--- src/rtl/mux_4to1_arbiter_pkg.sv ---
// Shared types and the round-robin pick function for the 4-to-1 mux arbiter.
package mux_arb_pkg;

    localparam int NUM_REQ = 4;
    localparam int SEL_W   = 2;

    typedef enum logic {
        IDLE  = 1'b0,
        GRANT = 1'b1
    } arb_state_t;

    typedef struct packed {
        logic             found;
        logic [SEL_W-1:0] idx;
    } pick_t;

    // First set request in the order ptr, ptr+1, ptr+2, ptr+3 (mod 4),
    // ignoring any requester flagged in excl.
    function automatic pick_t rr_pick(
        input logic [NUM_REQ-1:0] req,
        input logic [SEL_W-1:0]   ptr,
        input logic [NUM_REQ-1:0] excl
    );
        pick_t            res;
        logic [NUM_REQ-1:0] cand;
        logic [SEL_W-1:0] pos;
        res.found = 1'b0;
        res.idx   = '0;
        cand      = req & ~excl;
        // Walk from the far end so the closest-to-ptr hit is written last.
        for (int k = NUM_REQ - 1; k >= 0; k--) begin
            pos = ptr + SEL_W'(k);
            if (cand[pos]) begin
                res.found = 1'b1;
                res.idx   = pos;
            end
        end
        return res;
    endfunction

endpackage

--- src/rtl/mux_4to1_arbiter_if.sv ---
// Request/data/grant bundle between the requesters and the arbiter.
interface mux_4to1_arbiter_if;
    import mux_arb_pkg::*;

    logic [NUM_REQ-1:0] REQ;
    logic               A;
    logic               B;
    logic               C;
    logic               D;
    logic [NUM_REQ-1:0] GNT;
    logic               S0;
    logic               S1;
    logic               Y;
    logic               VALID;

    modport master (
        output REQ, A, B, C, D,
        input  GNT, S0, S1, Y, VALID
    );

    modport slave (
        input  REQ, A, B, C, D,
        output GNT, S0, S1, Y, VALID
    );

endinterface

--- src/rtl/mux_4to1_arbiter_gate.sv ---
// Plain 4-to-1 single-bit mux: {S1,S0} = 00 A, 01 B, 10 C, 11 D.
module mux_4to1_gate (
    input  logic A,
    input  logic B,
    input  logic C,
    input  logic D,
    input  logic S0,
    input  logic S1,
    output logic Y
);

    // Select one data bit by the two select lines.
    always_comb begin
        Y = 1'b0;
        case ({S1, S0})
            2'b00:   Y = A;
            2'b01:   Y = B;
            2'b10:   Y = C;
            default: Y = D;
        endcase
    end

endmodule

--- src/rtl/mux_4to1_arbiter.sv ---
// Round-robin arbiter owning the select lines of the shared 4-to-1 mux.
//
// state | meaning
// IDLE  | no grant; S1/S0 keep the last owner's index
// GRANT | exactly one GNT bit high, owner drives Y
module mux_4to1_arbiter
    import mux_arb_pkg::*;
#(
    parameter int MAX_HOLD = 4
) (
    input  logic                CLK,
    input  logic                RST,
    mux_4to1_arbiter_if.slave   bus
);

    localparam int HCNT_W = $clog2(MAX_HOLD + 1);

    arb_state_t         state;
    logic [SEL_W-1:0]   owner;
    logic [SEL_W-1:0]   ptr;
    logic [HCNT_W-1:0]  hcnt;
    logic [NUM_REQ-1:0] gnt;

    logic [NUM_REQ-1:0] owner_mask;
    pick_t              pick_any;
    pick_t              pick_other;
    logic               mux_y;
    logic               hold_full;

    // Candidate winners: any requester (from IDLE) or anyone but the owner.
    always_comb begin
        owner_mask = NUM_REQ'(1) << owner;
        pick_any   = rr_pick(bus.REQ, ptr, '0);
        pick_other = rr_pick(bus.REQ, ptr, owner_mask);
        hold_full  = (hcnt == HCNT_W'(MAX_HOLD));
    end

    // Arbiter FSM: grant, hand over, rotate on hold limit, or release.
    always_ff @(posedge CLK) begin
        if (RST) begin
            state <= IDLE;
            owner <= '0;
            ptr   <= '0;
            hcnt  <= '0;
            gnt   <= '0;
        end else begin
            case (state)
                IDLE: begin
                    if (pick_any.found) begin
                        state <= GRANT;
                        owner <= pick_any.idx;
                        ptr   <= pick_any.idx + SEL_W'(1);
                        hcnt  <= HCNT_W'(1);
                        gnt   <= NUM_REQ'(1) << pick_any.idx;
                    end
                end
                GRANT: begin
                    if ((!bus.REQ[owner] || hold_full) && pick_other.found) begin
                        owner <= pick_other.idx;
                        ptr   <= pick_other.idx + SEL_W'(1);
                        hcnt  <= HCNT_W'(1);
                        gnt   <= NUM_REQ'(1) << pick_other.idx;
                    end else if (!bus.REQ[owner]) begin
                        state <= IDLE;
                        gnt   <= '0;
                    end else if (!hold_full) begin
                        hcnt  <= hcnt + HCNT_W'(1);
                    end
                end
                default: begin
                    state <= IDLE;
                    gnt   <= '0;
                end
            endcase
        end
    end

    mux_4to1_gate u_mux (
        .A  (bus.A),
        .B  (bus.B),
        .C  (bus.C),
        .D  (bus.D),
        .S0 (owner[0]),
        .S1 (owner[1]),
        .Y  (mux_y)
    );

    // Outputs: selects straight from the owner register, data gated by VALID.
    assign bus.GNT   = gnt;
    assign bus.S0    = owner[0];
    assign bus.S1    = owner[1];
    assign bus.VALID = |gnt;
    assign bus.Y     = mux_y & (|gnt);

endmodule

--- src/flat_wrapper.sv ---
// flat-port wrapper written by rule: the top's interface ports become plain ports
module mux_4to1_arbiter_flat import mux_arb_pkg::*;
#(
    parameter int MAX_HOLD = 4
)
  (CLK, RST, bus_REQ, bus_A, bus_B, bus_C, bus_D, bus_GNT, bus_S0, bus_S1, bus_Y, bus_VALID);
  mux_4to1_arbiter_if bus_i ();
  input  logic CLK;
  input  logic RST;
  input wire logic [$bits(bus_i.REQ)-1:0] bus_REQ;
  input wire logic [$bits(bus_i.A)-1:0] bus_A;
  input wire logic [$bits(bus_i.B)-1:0] bus_B;
  input wire logic [$bits(bus_i.C)-1:0] bus_C;
  input wire logic [$bits(bus_i.D)-1:0] bus_D;
  output wire logic [$bits(bus_i.GNT)-1:0] bus_GNT;
  output wire logic [$bits(bus_i.S0)-1:0] bus_S0;
  output wire logic [$bits(bus_i.S1)-1:0] bus_S1;
  output wire logic [$bits(bus_i.Y)-1:0] bus_Y;
  output wire logic [$bits(bus_i.VALID)-1:0] bus_VALID;
  assign bus_i.REQ = bus_REQ;
  assign bus_i.A = bus_A;
  assign bus_i.B = bus_B;
  assign bus_i.C = bus_C;
  assign bus_i.D = bus_D;
  assign bus_GNT = bus_i.GNT;
  assign bus_S0 = bus_i.S0;
  assign bus_S1 = bus_i.S1;
  assign bus_Y = bus_i.Y;
  assign bus_VALID = bus_i.VALID;
  mux_4to1_arbiter #(.MAX_HOLD(MAX_HOLD)) u_core (.CLK(CLK), .RST(RST), .bus(bus_i));
endmodule
--- config.mk ---
export PLATFORM = sky130hd
export DESIGN_NAME = mux_4to1_arbiter_flat
export DESIGN_NICKNAME = d
export VERILOG_FILES = /design/src/rtl/mux_4to1_arbiter_pkg.sv /design/src/rtl/mux_4to1_arbiter_if.sv /design/src/rtl/mux_4to1_arbiter_gate.sv /design/src/rtl/mux_4to1_arbiter.sv /design/src/flat_wrapper.sv
export SDC_FILE = /design/constraint.sdc
export NUM_CORES = 1
export LEC_CHECK = 0
export CORE_MARGIN = 4
export CORE_UTILIZATION = 35
export CTS_BUF_LIST = sky130_fd_sc_hd__clkbuf_4
export CTS_CLUSTER_SIZE = 14
export DETAILED_ROUTE_END_ITERATION = 10
export GPL_ROUTABILITY_DRIVEN = 0
export PLACE_DENSITY_LB_ADDON = 0.25
export SLEW_MARGIN = 20
export SYNTH_ARGS = -nofsm -noshare
export SYNTH_HDL_FRONTEND = slang
export SYNTH_HIERARCHICAL = 1
export SYNTH_SLANG_ARGS = --single-unit
--- constraint.sdc ---
create_clock -name CLK -period 2 [get_ports CLK]
set_input_delay 0.4 -clock CLK [delete_from_list [all_inputs] [get_ports CLK]]
set_output_delay 0.4 -clock CLK [all_outputs]
set_load 0.005 [all_outputs]
## Word-level counts from Yosys, hierarchy flattened

Cells that the tools add are included.

- Bits in writable memories: 0
- Register bits: 12
- Latch bits: 0
- ROM bits: 0
- Bits of input ports: 10
- Memories kept: 0
- Output and inout port bits: 8
- Word-level logic and storage cells: 85

- Bitwise logic cells: 4
- Reductions and logical operators: 8
- Mux-type cells: 46
- $add $sub $neg: 6
- $lt $le $gt $ge: 5
- Div/mod/pow operators: 0
- Multipliers: 0
- Shifts and indexed selects: 3
- Equality and inequality tests: 8

Operators by type and width:

| operator | count |
|---|---|
| two-way mux 3 bit | 12 |
| binary-select mux 1 bit (select 2 bit) | 9 |
| less-than comparator 2 x 3 -> 1 bit, second input constant | 5 |
| two-way mux 1 bit | 12 |
| two-way mux 4 bit | 3 |
| left shift 1 x 2 -> 4 bit, first input constant | 3 |
| inequality test 3 bit, second input constant | 3 |
| two-way mux 2 bit | 4 |
| one-hot mux 2 bit (2 select lines) | 2 |
| one-hot mux 4 bit (2 select lines) | 1 |
| adder 2 x 1 -> 2 bit, second input constant | 3 |
| one-hot mux 3 bit (2 select lines) | 1 |
| adder 2 bit, second input constant | 2 |
| bitwise AND 4 bit | 1 |
| NOT 4 bit | 1 |
| AND reduction 2 bit | 2 |
| OR reduction 4 bit | 1 |
| adder 3 x 1 -> 3 bit, second input constant | 1 |
| equality test 3 bit, second input constant | 1 |
| one-hot mux 1 bit (3 select lines) | 1 |
| AND reduction 3 bit | 1 |
| equality test 2 x 1 -> 1 bit, second input constant | 1 |
| equality test 2 bit, second input constant | 1 |
| zero test 2 bit | 1 |
| other kinds (8) | 8 |

## Depth between registers and ports, before layout

- Depth after elaboration: 12
- Gate-level depth with buffers: 8
- Mapped depth without buffers: 8

## Modules after synthesis

The synthesis kept the hierarchy.

By module, submodules not included:

| module | cells each | seq. area each (µm²) | area each (µm²) | times used |
|---|---|---|---|---|
| mux_4to1_arbiter | 137 | 240.2 | 1153.6 | 1 |
| mux_4to1_gate | 1 | 0.0 | 22.5 | 1 |

## Worst setup path before layout

Ideal clock, no wire load.

- Path type: input to register
- Start: input port bus_REQ[3]
- End: register u_core.gnt[1] (netlist: u_core/bus.GNT[1])
- Path buffers: 1
- Arrival time: 2.049 ns
- Required time: 1.909 ns
- Path slack: -0.140 ns
- Stages: 7
- Cells stage by stage: buf_2 -> and2_1 -> o22a_4 -> o31ai_4 -> a21oi_2 -> or4b_1 -> a311oi_1

- Longest elaborated chain between the ends: 10

Ends and longest elaborated chain:

| element | line | text |
|---|---|---|
| from (decl) | flat_wrapper.sv:10 | `input wire logic [$bits(bus_i.REQ)-1:0] bus_REQ;` |
| bitwise AND 4 bit | mux_4to1_arbiter_pkg.sv:29 | `cand = req & ~excl;` |
| binary-select mux 1 bit (select 2 bit) | mux_4to1_arbiter_pkg.sv:33 | `if (cand[pos]) begin` |
| two-way mux 1 bit (implied by the code) | mux_4to1_arbiter_pkg.sv:33 |  |
| two-way mux 3 bit (4 in series) | mux_4to1_arbiter_pkg.sv:33 |  |
| left shift 1 x 2 -> 4 bit / logical AND 1 bit (equally long branches) | mux_4to1_arbiter.sv:62, mux_4to1_arbiter.sv:58 |  |
| two-way mux 4 bit / inequality test 3 bit (equally long branches) | - |  |
| one-hot mux 4 bit (2 select lines) / AND reduction 2 bit (equally long branches) | - |  |
| to (signal assigned) | mux_4to1_arbiter.sv:54 | `gnt <= NUM_REQ'(1) << pick_any.idx;` |
| to (signal assigned) | mux_4to1_arbiter.sv:62 | `gnt <= NUM_REQ'(1) << pick_other.idx;` |
| to (decl) | mux_4to1_arbiter.sv:22 | `logic [NUM_REQ-1:0] gnt;` |

Several ways; a longest one is shown, not always the timed one. The select of a mux whose other input is x is not followed.
A chain may end at the register's enable or synchronous reset.

## Worst setup path in the final report

- Start: register u_core.owner[0]
- End: register u_core.gnt[1] (netlist: u_core/bus.GNT[1])

- Longest elaborated chain between the ends: 12

Ends and longest elaborated chain:

| element | line | text |
|---|---|---|
| from (decl) | mux_4to1_arbiter.sv:19 | `logic [SEL_W-1:0] owner;` |
| from (signal assigned) | mux_4to1_arbiter.sv:51 | `owner <= pick_any.idx;` |
| from (signal assigned) | mux_4to1_arbiter.sv:59 | `owner <= pick_other.idx;` |
| left shift 1 x 2 -> 4 bit | mux_4to1_arbiter.sv:32 | `owner_mask = NUM_REQ'(1) << owner;` |
| NOT 4 bit | mux_4to1_arbiter_pkg.sv:29 |  |
| bitwise AND 4 bit | mux_4to1_arbiter_pkg.sv:29 |  |
| binary-select mux 1 bit (select 2 bit) | mux_4to1_arbiter_pkg.sv:33 |  |
| two-way mux 1 bit (implied by the code) | mux_4to1_arbiter_pkg.sv:33 |  |
| two-way mux 3 bit (4 in series) | mux_4to1_arbiter_pkg.sv:33 |  |
| left shift 1 x 2 -> 4 bit / logical AND 1 bit (equally long branches) | mux_4to1_arbiter.sv:62, mux_4to1_arbiter.sv:58 |  |
| two-way mux 4 bit / inequality test 3 bit (equally long branches) | - |  |
| one-hot mux 4 bit (2 select lines) / AND reduction 2 bit (equally long branches) | - |  |

Several ways; a longest one is shown, not always the timed one. The select of a mux whose other input is x is not followed.

==> summary.txt <==
all-layer global routing usage: 16.0%
register bit total from synthesis: 12
FF-to-FF path depth: 8
maxcap violations: 0
cell count of the worst hold path: 2
Root Buffer: clkbuf_4
routed len/inst: 14.1 um
diode count: 0
maximum fanout along the worst path: 6
Syn Inst Count: 138
flop2flop setup slack: -0.16 ns
RR Endpoint: u_core/bus.GNT[1]$_SDFFE_PP0P_
failing checks: setup timing
Hold Crit Class: reg -> reg
clock-pin slew on the worst setup and hold paths: 0.07 ns
worst hold slack: 0.500 ns
final core area utilization: 57.0%
combinational power share: 68.3%
Register Area: 249 um2
CTS tree: yes
CTS Buf Count: 3
Synth Net Count: 150
initial antenna violation count: 0
Psw: 631 uW
biggest area consumer among synthesized cells: dfxtp_1
Most used DFF post-synth: dfxtp_1
Synth cell types: 57
aggregate global routing overflow: 0
clock power share: 9.1%
top cell type's share of synthesized area: 20.4%
Avg Inst Size Synth: 8.52 um2
Worst Tran Pin Value: 0.481 ns
Worst-Skew Late Latency: 0.27 ns
final instance area: 0.00178 mm2
sequential cell fraction of total power: 22.6%
Final Power: 1640 uW
origin of the critical flop-to-flop path: u_core/owner[0]$_SDFFE_PP0P_
post-route DRC violation count: 0
Pwr per Cell Area: 920 mW/mm2
via count: 1283
Rows: 20
Die H: 66.0 um
DRT Pass-1 Iters: 4
register area share after synthesis: 20.4%
CTS Hold Bufs: 0
Multi-input gate area: 896 um2
number of global-route vias before repair: 1208
mapped cell area: 0.00118 mm2
Antenna Nets Post-Route: 0
ratio of cells with drive above 1 in the final layout: 45.4%
Crit path required time: 2.19 ns
DPL Wire Length: 2620 um
status: complete, but fails checks
VDD IR max: 0.315 mV
Ys Warns: 6
Die Wd: 66.0 um
Slew Viols, Final: 0
core area: 0.00313 mm2
Starting Density: 37.6%
leading post-synthesis cells by cell area: dfxtp_1 20%, buf_6 4.8%, nor2_1 4.5%
Max Freq: 0.462 GHz
Nets: 207
area grow syn2layout: 51.7%
fin crit period: 2.16 ns
first-pass GRT wire length: 5480 um
final WL: 3360 um
worst setup path class: reg -> reg
IO Port Bufs: 17
Clock Tree Buf Depth: 2
Fin. Hold Viols: 0
# IOs: 18
number of flops mapped to enable cells by yosys: 0
Post-synth ARST share: 0%
DRT iter0 DRCs: 41
largest net degree at the start of global routing: 13
Placed Area: 0.00163 mm2
post-DR vias/cell: 5.39
Die Area: 0.00435 mm2
unrepaired setup endpoints after global routing: true
Worst Hold Launch: u_core/hcnt[2]$_SDFFE_PP0P_
skew final: 0.00659 ns
# clock sinks: 12
CP startpoint kind: flop
Worst Hold Endpoint: u_core/hcnt[2]$_SDFFE_PP0P_
Final Setup Violations: 8
CP endpoint kind: flop
Data arrival, critical path: 2.35 ns
Final WS setup: -0.164 ns
P_leak: 0.000744 uW
Pint: 1010 uW
fillcell total: 292
part of the cycle the worst path needs: 108%
Fin Setup TNS: -0.581 ns
Slew HR: 67.8%
H-tree levels: 1
Switching Share: 38.4%
-- metrics by stage --
| step | instances | worst slack [ns] |
|---|---|---|
| floorplan | 138 | -0.0463 |
| global placement | 226 | -0.551 |
| detailed placement | 226 | -0.630 |
| CTS | 236 | -0.205 |
| global route | 238 | -0.242 |
| finish | 238 | -0.164 |
-- how the worst max path moves through the flow --
stage / from / endpoint / slack [ns]
floorplan: u_core/owner[0]$_SDFFE_PP0P_ / u_core/bus.GNT[1]$_SDFFE_PP0P_ / -0.05
global placement: bus_REQ[0] / u_core/bus.GNT[1]$_SDFFE_PP0P_ / -0.55
detailed placement: bus_REQ[3] / u_core/bus.GNT[1]$_SDFFE_PP0P_ / -0.63
CTS: u_core/owner[0]$_SDFFE_PP0P_ / u_core/bus.GNT[1]$_SDFFE_PP0P_ / -0.21
global route: u_core/owner[0]$_SDFFE_PP0P_ / u_core/bus.GNT[1]$_SDFFE_PP0P_ / -0.24
finish: u_core/owner[0]$_SDFFE_PP0P_ / u_core/bus.GNT[1]$_SDFFE_PP0P_ / -0.16
-- cells in the final DEF, fill, tap and decap left out, types with 2 or more instances in the layout --
master / synthesis / final
ha_1: 2 / 2
and2_1: 3 / 2
dfxtp_1: 12 / 9
a21oi_2: 1 / 4
clkdlybuf4s50_1: 0 / 11
a21o_1: 2 / 2
o211ai_1: 3 / 3
or3_1: 3 / 2
clkbuf_4: 1 / 3
mux4_2: 2 / 2
a311oi_1: 3 / 2
a211oi_1: 3 / 2
dlygate4sd2_1: 0 / 5
nand2_1: 11 / 11
buf_6: 5 / 2
buf_4: 0 / 42
mux2i_1: 2 / 2
o21ai_0: 4 / 4
nor4_1: 2 / 2
nor2b_1: 2 / 2
and2b_2: 2 / 2
or4_1: 2 / 2
inv_1: 6 / 6
o21a_1: 3 / 2
dfxtp_4: 0 / 2
a21oi_1: 10 / 6
nor3_1: 3 / 3
nor2_1: 14 / 14
-- timing repair --
item,in CTS,in global routing
endpoints found under the setup margin,13,11
gates resized for setup,15,13
buffers inserted,6,3
pin swaps,15,10
-- registers in the layout (all words and copies together) (netlist names) --
name / count
u_core/state: 1
u_core/bus.GNT: 4
u_core/owner: 2
u_core/hcnt: 3
u_core/ptr: 2
-- kinds of logic (layout without fill, tap and decap cells) --
group / after synthesis / after routing / synth area share (%)
xor+xnor: 1 / 1 / 2.34
flops: 12 / 12 / 20.4
fa+ha+maj: 2 / 2 / 2.13
compound gates: 47 / 47 / 33.1
buf+inv: 18 / 74 / 10.4
simple gates: 53 / 53 / 25.1
mux: 5 / 5 / 6.49
-- cell type report --
type	count	share of cell area, %
Inverter	7	1.47
Multi-Input combinational cell	108	50.2
Sequential cell	12	14.0
Timing Repair Buffer	63	29.8
Clock inverter	1	0.210
Tap cell	44	3.09
Clock buffer	3	1.26
-- power by group through the flow --
stage | combinational (uW) | clock, uW | sequential, uW
after floorplan | 613 | 0 | 317
after detailed placement | 962 | 0 | 383
after global routing | 1210 | 172 | 378
after CTS | 1050 | 156 | 363
final | 1120 | 149 | 371
after global placement | 940 | 0 | 381
-- worst max-delay path, stage by stage (launching register included) --
cell      delay (ns)
dfxtp_4         0.35
buf_8           0.14
buf_6           0.12
mux2i_1         0.11
a32oi_1         0.24
o22a_1          0.24
and3_4          0.20
or4b_4          0.46
a311oi_2        0.23
-- layer usage --
metal | up-vias | wire [um] | track usage (%)
li1 | 631 | - | -
met1 | 602 | 1510 | 20.5
met2 | 48 | 1630 | 28.0
met3 | 2 | 216 | 3.91
met4 | 0 | 4 | 1.52
met5 | - | 0 | 0
-- Yosys cell counts (2+ instances only) --
cell       n
a211oi_1   3
a21o_1     2
a21oi_1   10
a311oi_1   3
and2_1     3
and2b_2    2
and3_1     2
buf_2      3
buf_6      5
dfxtp_1   12
ha_1       2
inv_1      6
mux2i_1    2
mux4_2     2
nand2_1   11
nand2b_1   2
nor2_1    14
nor2b_1    2
nor3_1     3
nor4_1     2
o211ai_1   3
o21a_1     3
o21ai_0    4
or3_1      3
or4_1      2
Power figures use the tool's default switching activity.
